### config.mk
export PLATFORM = sky130hd
export DESIGN_NAME = wbm_rr_arbiter
export DESIGN_NICKNAME = d
export VERILOG_FILES = /design/src/rtl/wbm_rr_arbiter.sv
export SDC_FILE = /design/constraint.sdc
export NUM_CORES = 1
export LEC_CHECK = 0
export ABC_AREA = 1
export CAP_MARGIN = 5
export CORE_AREA = 2 2 139 141
export DETAILED_ROUTE_END_ITERATION = 8
export DIE_AREA = 0 0 141 143
export SLEW_MARGIN = 20
export SYNTH_ARGS = -nofsm -noshare
export SYNTH_HDL_FRONTEND = slang
export SYNTH_SLANG_ARGS = --single-unit
### constraint.sdc
create_clock -name clk_i -period 1.8 [get_ports clk_i]
set_input_delay 0.54 -clock clk_i [delete_from_list [all_inputs] [get_ports clk_i]]
set_output_delay 0.54 -clock clk_i [all_outputs]
set_load 0.01 [all_outputs]
### src/rtl/wbm_rr_arbiter.sv
// Round-robin WISHBONE arbiter: one target shared by NUM_MASTERS initiators,
// grant held for a whole CYC, watchdog forces ERR on unanswered strobes.
module wbm_rr_arbiter #(
  parameter int NUM_MASTERS   = 4,
  parameter int ADDRESS_WIDTH = 16,
  parameter int DATA_WIDTH    = 32,
  parameter int TIMEOUT       = 255
) (
  input  logic                                  clk_i,
  input  logic                                  rst_i,
  input  logic [NUM_MASTERS-1:0]                m_cyc_i,
  input  logic [NUM_MASTERS-1:0]                m_stb_i,
  input  logic [NUM_MASTERS-1:0]                m_we_i,
  input  logic [NUM_MASTERS*ADDRESS_WIDTH-1:0]  m_adr_i,
  input  logic [NUM_MASTERS*DATA_WIDTH-1:0]     m_dat_i,
  input  logic [NUM_MASTERS*DATA_WIDTH/8-1:0]   m_sel_i,
  output logic [NUM_MASTERS-1:0]                m_ack_o,
  output logic [NUM_MASTERS-1:0]                m_err_o,
  output logic [NUM_MASTERS-1:0]                m_rty_o,
  output logic [DATA_WIDTH-1:0]                 m_dat_o,
  output logic                                  s_cyc_o,
  output logic                                  s_stb_o,
  output logic                                  s_we_o,
  output logic [ADDRESS_WIDTH-1:0]              s_adr_o,
  output logic [DATA_WIDTH-1:0]                 s_dat_o,
  output logic [DATA_WIDTH/8-1:0]               s_sel_o,
  input  logic                                  s_ack_i,
  input  logic                                  s_err_i,
  input  logic                                  s_rty_i,
  input  logic [DATA_WIDTH-1:0]                 s_dat_i,
  output logic [NUM_MASTERS-1:0]                grant_o
);

  localparam int IW = $clog2(NUM_MASTERS);
  localparam int SW = DATA_WIDTH / 8;
  localparam int CW = $clog2(TIMEOUT + 1);
  localparam int WW = (CW < 8) ? 8 : ((CW > 16) ? 16 : CW);
  localparam logic [WW-1:0] WD_MAX = WW'(TIMEOUT);

  typedef enum logic {IDLE, OWNED} state_e;

  state_e                 state_q, state_d;
  logic [NUM_MASTERS-1:0] grant_q, grant_d;
  logic [IW-1:0]          last_q, last_d, pick;
  logic [WW-1:0]          wd_q, wd_d;
  logic                   owned, own_cyc, own_stb;
  logic                   term, wd_fire;

  // last_q doubles as the owner index while OWNED
  assign owned   = (state_q == OWNED);
  assign own_cyc = m_cyc_i[last_q];
  assign own_stb = m_stb_i[last_q];
  assign term    = s_ack_i | s_err_i | s_rty_i;
  assign wd_fire = (TIMEOUT > 0) && owned && own_stb
                   && !term && (wd_q == WD_MAX);

  assign s_cyc_o = owned & own_cyc;
  assign s_stb_o = owned & own_stb & ~wd_fire;
  assign s_we_o  = m_we_i[last_q];
  assign s_adr_o = m_adr_i[last_q*ADDRESS_WIDTH +: ADDRESS_WIDTH];
  assign s_dat_o = m_dat_i[last_q*DATA_WIDTH +: DATA_WIDTH];
  assign s_sel_o = m_sel_i[last_q*SW +: SW];
  assign m_dat_o = s_dat_i;
  assign grant_o = grant_q;

  always_comb begin
    m_ack_o = '0;
    m_err_o = '0;
    m_rty_o = '0;
    if (owned) begin
      m_ack_o[last_q] = s_ack_i;
      m_err_o[last_q] = s_err_i | wd_fire;
      m_rty_o[last_q] = s_rty_i;
    end
  end

  // Descending scan so the nearest requester after last_q wins
  always_comb begin
    pick = last_q;
    for (int i = NUM_MASTERS; i >= 1; i--) begin
      if (m_cyc_i[IW'((int'(last_q) + i) % NUM_MASTERS)])
        pick = IW'((int'(last_q) + i) % NUM_MASTERS);
    end
  end

  always_comb begin
    state_d = state_q;
    grant_d = grant_q;
    last_d  = last_q;
    wd_d    = '0;
    unique case (state_q)
      IDLE: begin
        if (|m_cyc_i) begin
          state_d       = OWNED;
          grant_d       = '0;
          grant_d[pick] = 1'b1;
          last_d        = pick;
        end
      end
      OWNED: begin
        if (!own_cyc) begin
          state_d = IDLE;
          grant_d = '0;
        end else if (own_stb && !term && !wd_fire
                     && wd_q != WD_MAX) begin
          wd_d = wd_q + WW'(1);
        end
      end
      default: ;
    endcase
  end

  always_ff @(posedge clk_i) begin
    if (rst_i) begin
      state_q <= IDLE;
      grant_q <= '0;
      last_q  <= IW'(NUM_MASTERS - 1);
      wd_q    <= '0;
    end else begin
      state_q <= state_d;
      grant_q <= grant_d;
      last_q  <= last_d;
      wd_q    <= wd_d;
    end
  end

endmodule

Word-level counts from Yosys, hierarchy flattened

Cells that the tools add are included.

Register bits after elaboration: 15
Input bits: 257
Output and inout port bits: 103
Word-level logic and storage cells: 86

Add/subtract/negate cells: 5
$lt $le $gt $ge: 8
Equality and inequality tests: 4
Shift-type cells: 3
Mux-type cells: 35
Bitwise gates (word level): 13
Reduce and logical (&&, ||, !) cells: 14

Operators by type and width:

| kind                                                                                 | count |
|---|---|
| 128-bit by 8-bit indexed part select with 32-bit output                              | 1 |
| 64-bit by 7-bit indexed part select with 16-bit output                               | 1 |
| 4-bit two-way mux                                                                    | 5 |
| 2-bit by 4-bit less-than comparator with 1-bit output (second input constant)        | 4 |
| 16-bit by 5-bit indexed part select with 4-bit output                                | 1 |
| 1-bit two-way mux                                                                    | 15 |
| 1-bit binary-select mux with 2-bit select                                            | 7 |
| 4-bit AND                                                                            | 3 |
| 8-bit by 1-bit adder with 8-bit output (second input constant)                       | 1 |
| 8-bit equality test (second input constant)                                          | 1 |
| 1-bit logical AND                                                                    | 8 |
| 2-bit two-way mux                                                                    | 4 |
| 8-bit != test (second input constant)                                                | 1 |
| 4-bit case mux with 2 select lines                                                   | 1 |
| 4-bit OR reduction                                                                   | 2 |
| 2-bit by 3-bit less-than comparator with 1-bit output (second input constant)        | 2 |
| 2-bit by 1-bit adder with 2-bit output (second input constant)                       | 2 |
| 2-bit adder (second input constant)                                                  | 2 |
| 1-bit demux with 2-bit select                                                        | 2 |
| 2-bit by 1-bit greater-or-equal comparator with 1-bit output (second input constant) | 2 |
| 2-bit != test (second input constant)                                                | 2 |
| 1-bit inverter                                                                       | 4 |
| 2-bit AND reduction                                                                  | 2 |
| 1-bit AND                                                                            | 3 |
| other kinds (3)                                                                      | 6 |

Depth between registers and ports, before layout

Gate-level depths: netlist (run 1).

Word-level depth: 14
Depth in mapped cells: 14
Mapped depth without buffers: 11

Worst setup path after synthesis (run 1)

No wires, ideal clock.

Path type: register to output
From: reg wd_q[0]
To: out m_err_o[0]
Data arrival time: 1.374 ns
Setup slack: -0.114 ns
Cell stages (with the launch flop): 9
Buffers on the path: 0
Cell sequence: dfxtp_1 > ha_1 > nand2_1 > nor3_1 > nand3_1 > inv_1 > a31o_2 > inv_1 > nor2_1

Longest elaborated chain between the ends: 5

RTL lines:

| what                   | line | RTL |
|---|---|---|
| from (decl)            | 45   | `logic [WW-1:0] wd_q, wd_d;` |
| from (signal assigned) | 123  | `wd_q <= wd_d;` |
| 8-bit equality test    | 55   | `&& !term && (wd_q == WD_MAX);` |
| 1-bit logical AND      | 55   |  |
| 1-bit OR               | 72   | `m_err_o[last_q] = s_err_i \| wd_fire;` |
| 4-bit AND (no line)    | --   |  |
| 4-bit two-way mux      | 70   | `if (owned) begin` |
| to (decl)              | 18   | `output logic [NUM_MASTERS-1:0] m_err_o,` |

No other way between the ends.

Worst setup path in the final report (run 1)

From: reg last_q[0]
To: out m_err_o[3]

Longest elaborated chain between the ends: 8
Elaborated cells on any way between the ends: 13
Classes of those cells: order compare (2); mux (5); bitwise (2); reduce/logical (4)

RTL lines:

| what                                                                                          | line | RTL |
|---|---|---|
| from (decl)                                                                                   | 44   | `logic [IW-1:0] last_q, last_d, pick;` |
| from (signal assigned)                                                                        | 117  | `last_q <= IW'(NUM_MASTERS - 1);` |
| from (signal assigned)                                                                        | 122  | `last_q <= last_d;` |
| branches (longest 6 deep; another with 2-bit by 3-bit less-than comparator with 1-bit output) | --   |  |
| 4-bit AND (no line) (*)                                                                       | --   |  |
| 4-bit two-way mux (*)                                                                         | 70   |  |

Mark *: on every way between the ends. The select of a mux whose other input is x is not followed.

==> tab_implementation.tex, run 1 <==
\begin{tabular}{lr}
\hline
Metric & Value \\
\hline
\multicolumn{2}{l}{\textbf{Placed design}} \\
\quad HPWL reported at the end of detailed placement & 12000 um \\
\quad Area after detailed placement & 0.00615 mm\^{}2 \\
\quad Number of buffers added on ports & 295 \\
\quad Final RePlAce weighted congestion & 0.824 \\
\multicolumn{2}{l}{\textbf{Cells and area}} \\
\quad Area Growth Syn to Fin & 168\% \\
\quad Layout cells sized above 1 & 0.390 \\
\quad Number of antenna repair diodes & 0 \\
\quad Finished Core Util & 0.379 \\
\quad Number of inserted filler cells in the final layout & 1971 \\
\quad Final design instance area without fill & 0.00705 mm\^{}2 \\
\quad Final nets & 1081 \\
\quad Sequential standard cell area & 310 um\^{}2 \\
\quad Combined area of the multi-input logic cells & 0.00246 mm\^{}2 \\
\multicolumn{2}{l}{\textbf{Clocking}} \\
\quad CTS tree & done \\
\quad Clk Tree Root Cell & sky130\_fd\_sc\_hd\_\_clkbuf\_16 \\
\quad Worst skew pair latency & 0.24 ns \\
\quad \# clock sinks & 15 \\
\quad Level count of the clock H-tree & 1 \\
\quad Bufs on Longest Clock Path & 2 \\
\quad CTS Hold Bufs & 0 \\
\quad Number of buffers created by CTS & 3 \\
\quad CTS clk-pin slew, worst paths & 0.05 ns \\
\multicolumn{2}{l}{\textbf{Setup path}} \\
\quad Type of the setup path with the least slack & flop to output pin \\
\quad Required arrival time at the worst endpoint & 1.26 ns \\
\quad Arrival @ worst endpoint & 1.61 ns \\
\quad CP startpoint kind & flop \\
\quad Max Fanout on Critical Path & 5 \\
\quad Critical path endpoint category & output pin \\
\multicolumn{2}{l}{\textbf{Yosys}} \\
\quad Number of flip-flops and latches in the synthesized netlist & 15 \\
\quad Sequential area share after synthesis & 0.114 \\
\quad Count of flip-flops with a built-in enable after synthesis & 0 \\
\quad Library cell occupying the most area in the post-synthesis netlist & sky130\_fd\_sc\_hd\_\_o21ai\_0 \\
\quad Prevailing post-synth register cell & sky130\_fd\_sc\_hd\_\_dfxtp\_1 \\
\quad Avg Inst Size Synth & 5.45 um\^{}2 \\
\quad Syn nets & 745 \\
\quad List of most frequent post-synthesis cells & 128 x sky130\_fd\_sc\_hd\_\_nor2\_1, 108 x sky130\_fd\_sc\_hd\_\_o21ai\_0, 53 x sky130\_fd\_sc\_hd\_\_o22ai\_1 \\
\quad Netlist area before placement & 0.00263 mm\^{}2 \\
\quad Post-synth ARST share & 0 \\
\quad Distinct cells, synth & 28 \\
\quad Most instantiated library cell after synthesis & sky130\_fd\_sc\_hd\_\_nor2\_1 \\
\quad Yosys top cell area share & 0.205 \\
\quad Number of warnings printed during yosys synthesis & 0 \\
\quad Top area cells in the synthesized netlist & sky130\_fd\_sc\_hd\_\_o21ai\_0 21\%, sky130\_fd\_sc\_hd\_\_nor2\_1 18\%, sky130\_fd\_sc\_hd\_\_o22ai\_1 13\% \\
\quad Post-Synthesis Cells & 483 \\
\multicolumn{2}{l}{\textbf{STA}} \\
\quad Final Slew Violations & 0 \\
\quad Normalized max-slew margin & 0.787 \\
\quad Fmax & 465 MHz \\
\quad Share of the clock period used by the worst path after layout & 1.19 \\
\quad Unrepaired setup endpoints after global routing & yes \\
\quad Final setup violation count & 67 \\
\quad PnR worst setup slack & -0.351 ns \\
\quad Clock period minus worst slack & 2.15 ns \\
\quad Worst clock skew & 0.00169 ns \\
\quad Worst slew pin tran & 0.319 ns \\
\quad Fin. Hold Viols & 0 \\
\multicolumn{2}{l}{\textbf{Global routing}} \\
\quad Gr usage total & 0.154 \\
\quad Via count of the first global-routing pass & 4583 \\
\quad Global-route wire length before repair & 24500 um \\
\quad Grt ovf & 0 \\
\quad Number of antenna violations at the first check in global routing & 0 \\
\quad Largest net degree at the start of global routing & 26 \\
\multicolumn{2}{l}{\textbf{Power}} \\
\quad Max rail drop VDD & 0.000380 V \\
\quad Leak pwr & 0.00296 uW \\
\quad Power, Total & 7940 uW \\
\quad Pwr dens & 1130 mW/mm\^{}2 \\
\multicolumn{2}{l}{\textbf{Outcome}} \\
\quad Result of the run & finished with violations \\
\quad Violated checks & setup timing \\
\multicolumn{2}{l}{\textbf{Floorplan}} \\
\quad Placeable Area & 0.0186 mm\^{}2 \\
\quad Die height & 143 um \\
\quad Initial core utilization & 0.142 \\
\quad Die area & 0.0202 mm\^{}2 \\
\quad DIE WIDTH & 141 um \\
\quad Number of primary I/O pins & 360 \\
\quad Site Rows & 50 \\
\multicolumn{2}{l}{\textbf{Flow run}} \\
\quad Count of max-cap constraint violations & 0 \\
\multicolumn{2}{l}{\textbf{Route}} \\
\quad Average routed wire per standard cell & 16.2 um \\
\quad Vias post-DR & 4567 \\
\quad Detailed-route DRC error count & 0 \\
\quad Final ANT Viol Nets & 0 \\
\quad Initial DRT Pass Iterations & 4 \\
\quad DRT iter0 DRCs & 119 \\
\quad Vias per cell & 4.34 \\
\quad Total Routed Length & 17100 um \\
\multicolumn{2}{l}{\textbf{Worst hold path}} \\
\quad Kind of path behind the tightest hold check & flop to flop \\
\hline
\end{tabular}
==> state kept, by name (all words and copies together) (netlist names) <==
register  count
owned         1
last_q        2
grant_o       4
wd_q          8
==> critical path, cell delays in order, from the launching register on <==
cell and delay (ns):
sky130_fd_sc_hd__dfxtp_4 0.42, sky130_fd_sc_hd__clkinv_8 0.08, sky130_fd_sc_hd__buf_6 0.12, sky130_fd_sc_hd__nand2_2 0.05, sky130_fd_sc_hd__nand3_2 0.07, sky130_fd_sc_hd__nand2_2 0.10, sky130_fd_sc_hd__nor2_4 0.04, sky130_fd_sc_hd__a31o_4 0.24
sky130_fd_sc_hd__inv_4 0.08, sky130_fd_sc_hd__nor2_2 0.04, sky130_fd_sc_hd__buf_2 0.13
==> layer usage <==
layer	GRT usage	wire length [um]	up-vias	part of all wire
met4	0.0247	261	0	0.015
met5	0	0	-	0
met3	0.0315	1240	18	0.073
met1	0.183	6950	2052	0.41
met2	0.290	8610	198	0.50
li1	-	-	2299	-
==> final cells by class <==
class | count | area share
inverters | 21 | 0.0144
well taps | 234 | 0.0415
clock buffers | 4 | 0.0112
repair buffers | 400 | 0.540
flip-flops and latches | 15 | 0.0440
multi-input cells | 378 | 0.349
==> path summary, 6_finish.rpt <==
kind,start,slack (ns),cells after the start,to
setup reg to reg,last_q[0]$_SDFFE_PP1P_,0.07,13,grant_o[0]$_SDFFE_PP0P_
setup / recovery,last_q[0]$_SDFFE_PP1P_,-0.35,10,m_err_o[3]
hold reg to reg,grant_o[0]$_SDFFE_PP0P_,0.46,2,grant_o[0]$_SDFFE_PP0P_
hold / removal,grant_o[0]$_SDFFE_PP0P_,0.46,2,grant_o[0]$_SDFFE_PP0P_
==> layout by cell type, fill, tap and decap left out, types with 8 or more instances in the layout <==
cell type,synthesis,final
sky130_fd_sc_hd__clkdlybuf4s50_1,0,200
sky130_fd_sc_hd__nor2_1,128,96
sky130_fd_sc_hd__buf_4,34,66
sky130_fd_sc_hd__buf_2,6,64
sky130_fd_sc_hd__o21ai_0,108,50
sky130_fd_sc_hd__o22ai_1,53,38
sky130_fd_sc_hd__o21ai_1,0,31
sky130_fd_sc_hd__nor2_2,0,24
sky130_fd_sc_hd__dlygate4sd2_1,0,24
sky130_fd_sc_hd__o21ai_2,0,23
sky130_fd_sc_hd__nand2_2,2,17
sky130_fd_sc_hd__nand2_1,39,17
sky130_fd_sc_hd__o22ai_2,0,15
sky130_fd_sc_hd__buf_6,2,15
sky130_fd_sc_hd__buf_12,0,12
sky130_fd_sc_hd__inv_1,19,11
sky130_fd_sc_hd__dfxtp_1,15,11
sky130_fd_sc_hd__nand3_2,3,10
sky130_fd_sc_hd__nor2_4,1,9
sky130_fd_sc_hd__nand3_1,17,8
==> stage by stage <==
step	TNS (ns)	setup slack [ns]	hold slack, ns	cells
global route	-17.83	-0.426	0.485	1052
CTS	-15.32	-0.391	0.461	1043
finish	-13.38	-0.351	0.463	1052
floorplan	-0.00999	-0.00999	0.418	483
global placement	-41.29	-0.994	0.457	1007
detailed placement	-41.77	-0.997	0.461	1007
==> where the power goes <==
part	switching [uW]	total [uW]	internal, uW
Clock	131	430	300
Sequential	70.2	470	399
Combinational	3490	7040	3550
Total	3690	7940	4240
==> timing repair <==
item                       4_1_cts  5_1_grt
cloned                           7        2
setup endpoints to repair       72       81
resized for setup              417      117
setup buffers                   28       12
pin swaps                       38       33
==> cells by family after synthesis <==
| group | count (synthesis) | synth area share |
|---|---|---|
| buf+inv | 90 | 0.185 |
| simple gates | 196 | 0.305 |
| fa+ha+maj | 5 | 0.0238 |
| compound gates | 174 | 0.362 |
| flops | 15 | 0.114 |
| xor+xnor | 3 | 0.00998 |
No activity file was read; power rests on OpenSTA's default activity.
==> run 2: changes to the inputs <==
Settings changed: TNS_END_PERCENT set to 30.
==> tab_implementation.tex, run 2 (same netlist as run 1, synthesis figures left out) <==
\begin{tabular}{lr}
\hline
Metric & Value \\
\hline
\multicolumn{2}{l}{\textbf{Clocking}} \\
\quad Clk Tree Root Cell & sky130\_fd\_sc\_hd\_\_clkbuf\_16 (unchanged) \\
\quad CTS clk-pin slew, worst paths & 0.05 ns (about the same) \\
\quad \# clock sinks & 15 (unchanged) \\
\quad CTS tree & done (unchanged) \\
\quad Level count of the clock H-tree & 1 (unchanged) \\
\quad Bufs on Longest Clock Path & 2 (unchanged) \\
\quad CTS Hold Bufs & 0 (unchanged) \\
\quad Worst skew pair latency & 0.25 ns (was 0.24 ns) \\
\quad Number of buffers created by CTS & 3 (unchanged) \\
\multicolumn{2}{l}{\textbf{Floorplan}} \\
\quad Site Rows & 50 (unchanged) \\
\quad DIE WIDTH & 141 um (unchanged) \\
\quad Initial core utilization & 0.142 (unchanged) \\
\quad Number of primary I/O pins & 360 (unchanged) \\
\quad Placeable Area & 0.0186 mm\^{}2 (unchanged) \\
\quad Die area & 0.0202 mm\^{}2 (unchanged) \\
\quad Die height & 143 um (unchanged) \\
\multicolumn{2}{l}{\textbf{Worst hold path}} \\
\quad Hold path startpoint & grant\_o[2]\$\_SDFFE\_PP0P\_ (was grant\_o[0]\$\_SDFFE\_PP0P\_) \\
\quad Worst hold path depth & 2 (unchanged) \\
\quad Endpoint, Worst Hold & grant\_o[2]\$\_SDFFE\_PP0P\_ (was grant\_o[0]\$\_SDFFE\_PP0P\_) \\
\quad Kind of path behind the tightest hold check & flop to flop (unchanged) \\
\multicolumn{2}{l}{\textbf{Cells and area}} \\
\quad Number of antenna repair diodes & 0 (unchanged) \\
\quad Commonest cells after routing, fill and taps aside & 217 x sky130\_fd\_sc\_hd\_\_clkdlybuf4s50\_1, 100 x sky130\_fd\_sc\_hd\_\_nor2\_1, 59 x sky130\_fd\_sc\_hd\_\_buf\_2, 50 x sky130\_fd\_sc\_hd\_\_o21ai\_0, 49 x sky130\_fd\_sc\_hd\_\_o22ai\_1 (was 200 x sky130\_fd\_sc\_hd\_\_clkdlybuf4s50\_1, 96 x sky130\_fd\_sc\_hd\_\_nor2\_1, 66 x sky130\_fd\_sc\_hd\_\_buf\_4, 64 x sky130\_fd\_sc\_hd\_\_buf\_2, 50 x sky130\_fd\_sc\_hd\_\_o21ai\_0) \\
\quad Final design instance area without fill & 0.00657 mm\^{}2 (was 0.00705 mm\^{}2) \\
\quad Layout cells sized above 1 & 0.321 (was 0.390) \\
\quad Finished Core Util & 0.354 (was 0.379) \\
\quad Area Growth Syn to Fin & 149\% (was 168\%) \\
\quad Final nets & 1047 (was 1081) \\
\quad Most common library cell in the layout ignoring fill and taps & sky130\_fd\_sc\_hd\_\_clkdlybuf4s50\_1 (unchanged) \\
\quad Number of inserted filler cells in the final layout & 1994 (was 1971) \\
\quad Number of flip-flops under the largest register name & 8 (unchanged) \\
\quad Register with the most flip-flops & wd\_q (unchanged) \\
\multicolumn{2}{l}{\textbf{STA}} \\
\quad Unrepaired setup endpoints after global routing & yes (unchanged) \\
\quad Setup\_tns & -14.12 ns (was -13.38 ns) \\
\quad Share of the clock period used by the worst path after layout & 1.20 (was 1.19) \\
\quad Normalized max-slew margin & 0.803 (was 0.787) \\
\quad Worst slew pin tran & 0.295 ns (was 0.319 ns) \\
\quad Final setup violation count & 75 (was 67) \\
\quad PnR worst setup slack & -0.364 ns (was -0.351 ns) \\
\quad Fin. Hold Viols & 0 (unchanged) \\
\quad Worst clock skew & 0.00610 ns (was 0.00169 ns) \\
\quad Final Slew Violations & 0 (unchanged) \\
\quad Fmax & 462 MHz (was 465 MHz) \\
\quad Clock period minus worst slack & 2.16 ns (was 2.15 ns) \\
\multicolumn{2}{l}{\textbf{Placed design}} \\
\quad Number of buffers added on ports & 295 (unchanged) \\
\quad Final RePlAce weighted congestion & 0.817 (was 0.824) \\
\quad Area after detailed placement & 0.00591 mm\^{}2 (was 0.00615 mm\^{}2) \\
\quad HPWL reported at the end of detailed placement & 11700 um (was 12000 um) \\
\multicolumn{2}{l}{\textbf{Global routing}} \\
\quad Grt ovf & 0 (unchanged) \\
\quad Number of antenna violations at the first check in global routing & 0 (unchanged) \\
\quad Via count of the first global-routing pass & 4547 (was 4583) \\
\quad Largest net degree at the start of global routing & 46 (was 26) \\
\quad Global-route wire length before repair & 24100 um (was 24500 um) \\
\quad Gr usage total & 0.148 (was 0.154) \\
\multicolumn{2}{l}{\textbf{Route}} \\
\quad Detailed-route DRC error count & 0 (unchanged) \\
\quad Average routed wire per standard cell & 15.7 um (was 16.2 um) \\
\quad Total Routed Length & 16000 um (was 17100 um) \\
\quad Final ANT Viol Nets & 0 (unchanged) \\
\quad Vias post-DR & 4458 (was 4567) \\
\quad Initial DRT Pass Iterations & 4 (unchanged) \\
\quad DRT iter0 DRCs & 153 (was 119) \\
\quad Vias per cell & 4.38 (was 4.34) \\
\multicolumn{2}{l}{\textbf{Flow run}} \\
\quad Count of max-cap constraint violations & 0 (unchanged) \\
\multicolumn{2}{l}{\textbf{Setup path}} \\
\quad Series of cell instances along the critical path & clkinv\_8, buf\_6, nand2\_2, nand3\_2, nand2\_2, nor2\_4, a31o\_4, inv\_4, nor2\_2, buf\_2 (unchanged) \\
\quad Required arrival time at the worst endpoint & 1.26 ns (about the same) \\
\quad Most Frequent Cell on Critical Path & sky130\_fd\_sc\_hd\_\_nand2\_2 (unchanged) \\
\quad Register-to-register path setup slack & -0.03 ns (was 0.07 ns) \\
\quad Reg-to-reg critical path endpoint & wd\_q[3]\$\_SDFF\_PP0\_ (was grant\_o[0]\$\_SDFFE\_PP0P\_) \\
\quad Worst Reg2Reg Path Length in Cells & 12 (was 13) \\
\quad Worst-path cell with the longest stage delay & sky130\_fd\_sc\_hd\_\_dfxtp\_4 (unchanged) \\
\quad Buffers and inverters on the worst path & 4 (unchanged) \\
\quad Arrival @ worst endpoint & 1.62 ns (was 1.61 ns) \\
\quad Family with the most delay on the worst path & flip-flops (unchanged) \\
\quad Critical path endpoint category & output pin (unchanged) \\
\quad Type of the setup path with the least slack & flop to output pin (unchanged) \\
\quad Startpoint of the most critical register-to-register path & last\_q[0]\$\_SDFFE\_PP1P\_ (unchanged) \\
\quad Max Fanout on Critical Path & 5 (unchanged) \\
\quad CP startpoint kind & flop (unchanged) \\
\quad Maximum cell stage delay along the critical path & 0.43 ns (was 0.42 ns) \\
\multicolumn{2}{l}{\textbf{Power}} \\
\quad Max rail drop VDD & 0.000335 V (was 0.000380 V) \\
\quad Pwr dens & 1090 mW/mm\^{}2 (was 1130 mW/mm\^{}2) \\
\quad Leak pwr & 0.00267 uW (was 0.00296 uW) \\
\quad Power, Total & 7150 uW (was 7940 uW) \\
\multicolumn{2}{l}{\textbf{Outcome}} \\
\quad Result of the run & finished with violations (unchanged) \\
\quad Violated checks & setup timing (unchanged) \\
\hline
\end{tabular}
-- run 2: repair_timing --
action	CTS	global route
buffers inserted	8	11
resized for setup	377	91
pin swaps	13	15
cloned	8	2
setup endpoints to repair	73	81
-- run 2: worst min-delay path, delay by kind of cell, from the launching register on --
kind	cells	cell delay, ns
and+or+nand+nor	1	0.06
AOI/OAI and AO/OA	1	0.06
DFF	1	0.30
-- run 2: cell type report --
class / count / area [um^2] / area share
Multi-Input combinational cell: 378 / 2250 / 0.342
Timing Repair Buffer: 366 / 3540 / 0.539
Clock buffer: 4 / 78.8 / 0.0120
Tap cell: 234 / 293 / 0.0446
Sequential cell: 15 / 310 / 0.0472
Inverter: 21 / 96.3 / 0.0147
-- run 2: worst max path at each step --
stage / end / start / cells after the start / slack (ns)
CTS: m_err_o[1] / last_q[0]$_SDFFE_PP1P_ / 10 / -0.38
global route: m_err_o[1] / last_q[0]$_SDFFE_PP1P_ / 10 / -0.44
global placement: m_err_o[0] / m_stb_i[3] / 9 / -1.12
detailed placement: m_err_o[0] / m_stb_i[3] / 9 / -1.11
floorplan: s_adr_o[2] / last_q[0]$_SDFFE_PP1P_ / 7 / -0.01
finish: m_err_o[1] / last_q[0]$_SDFFE_PP1P_ / 10 / -0.36
-- run 2: metrics by stage --
step	hold WS [ns]	setup WS [ns]	cells
after floorplan	0.418	-0.0139	483
after detailed placement	0.462	-1.11	986
after global routing	0.482	-0.439	1018
final	0.465	-0.364	1018
after global placement	0.461	-1.12	986
after CTS	0.470	-0.376	1006
-- run 2: report_power, final --
group          internal [uW]  leakage, uW  switching, uW
registers                399     0.000123           70.7
logic                   3040      0.00251           3200
clock network            300    0.0000382            136
-- run 2: metal layers --
layer  GRT usage  wire length, um
met5           0                0
met4      0.0263              184
met3      0.0238              999
met2       0.262             7600
met1       0.193             7180
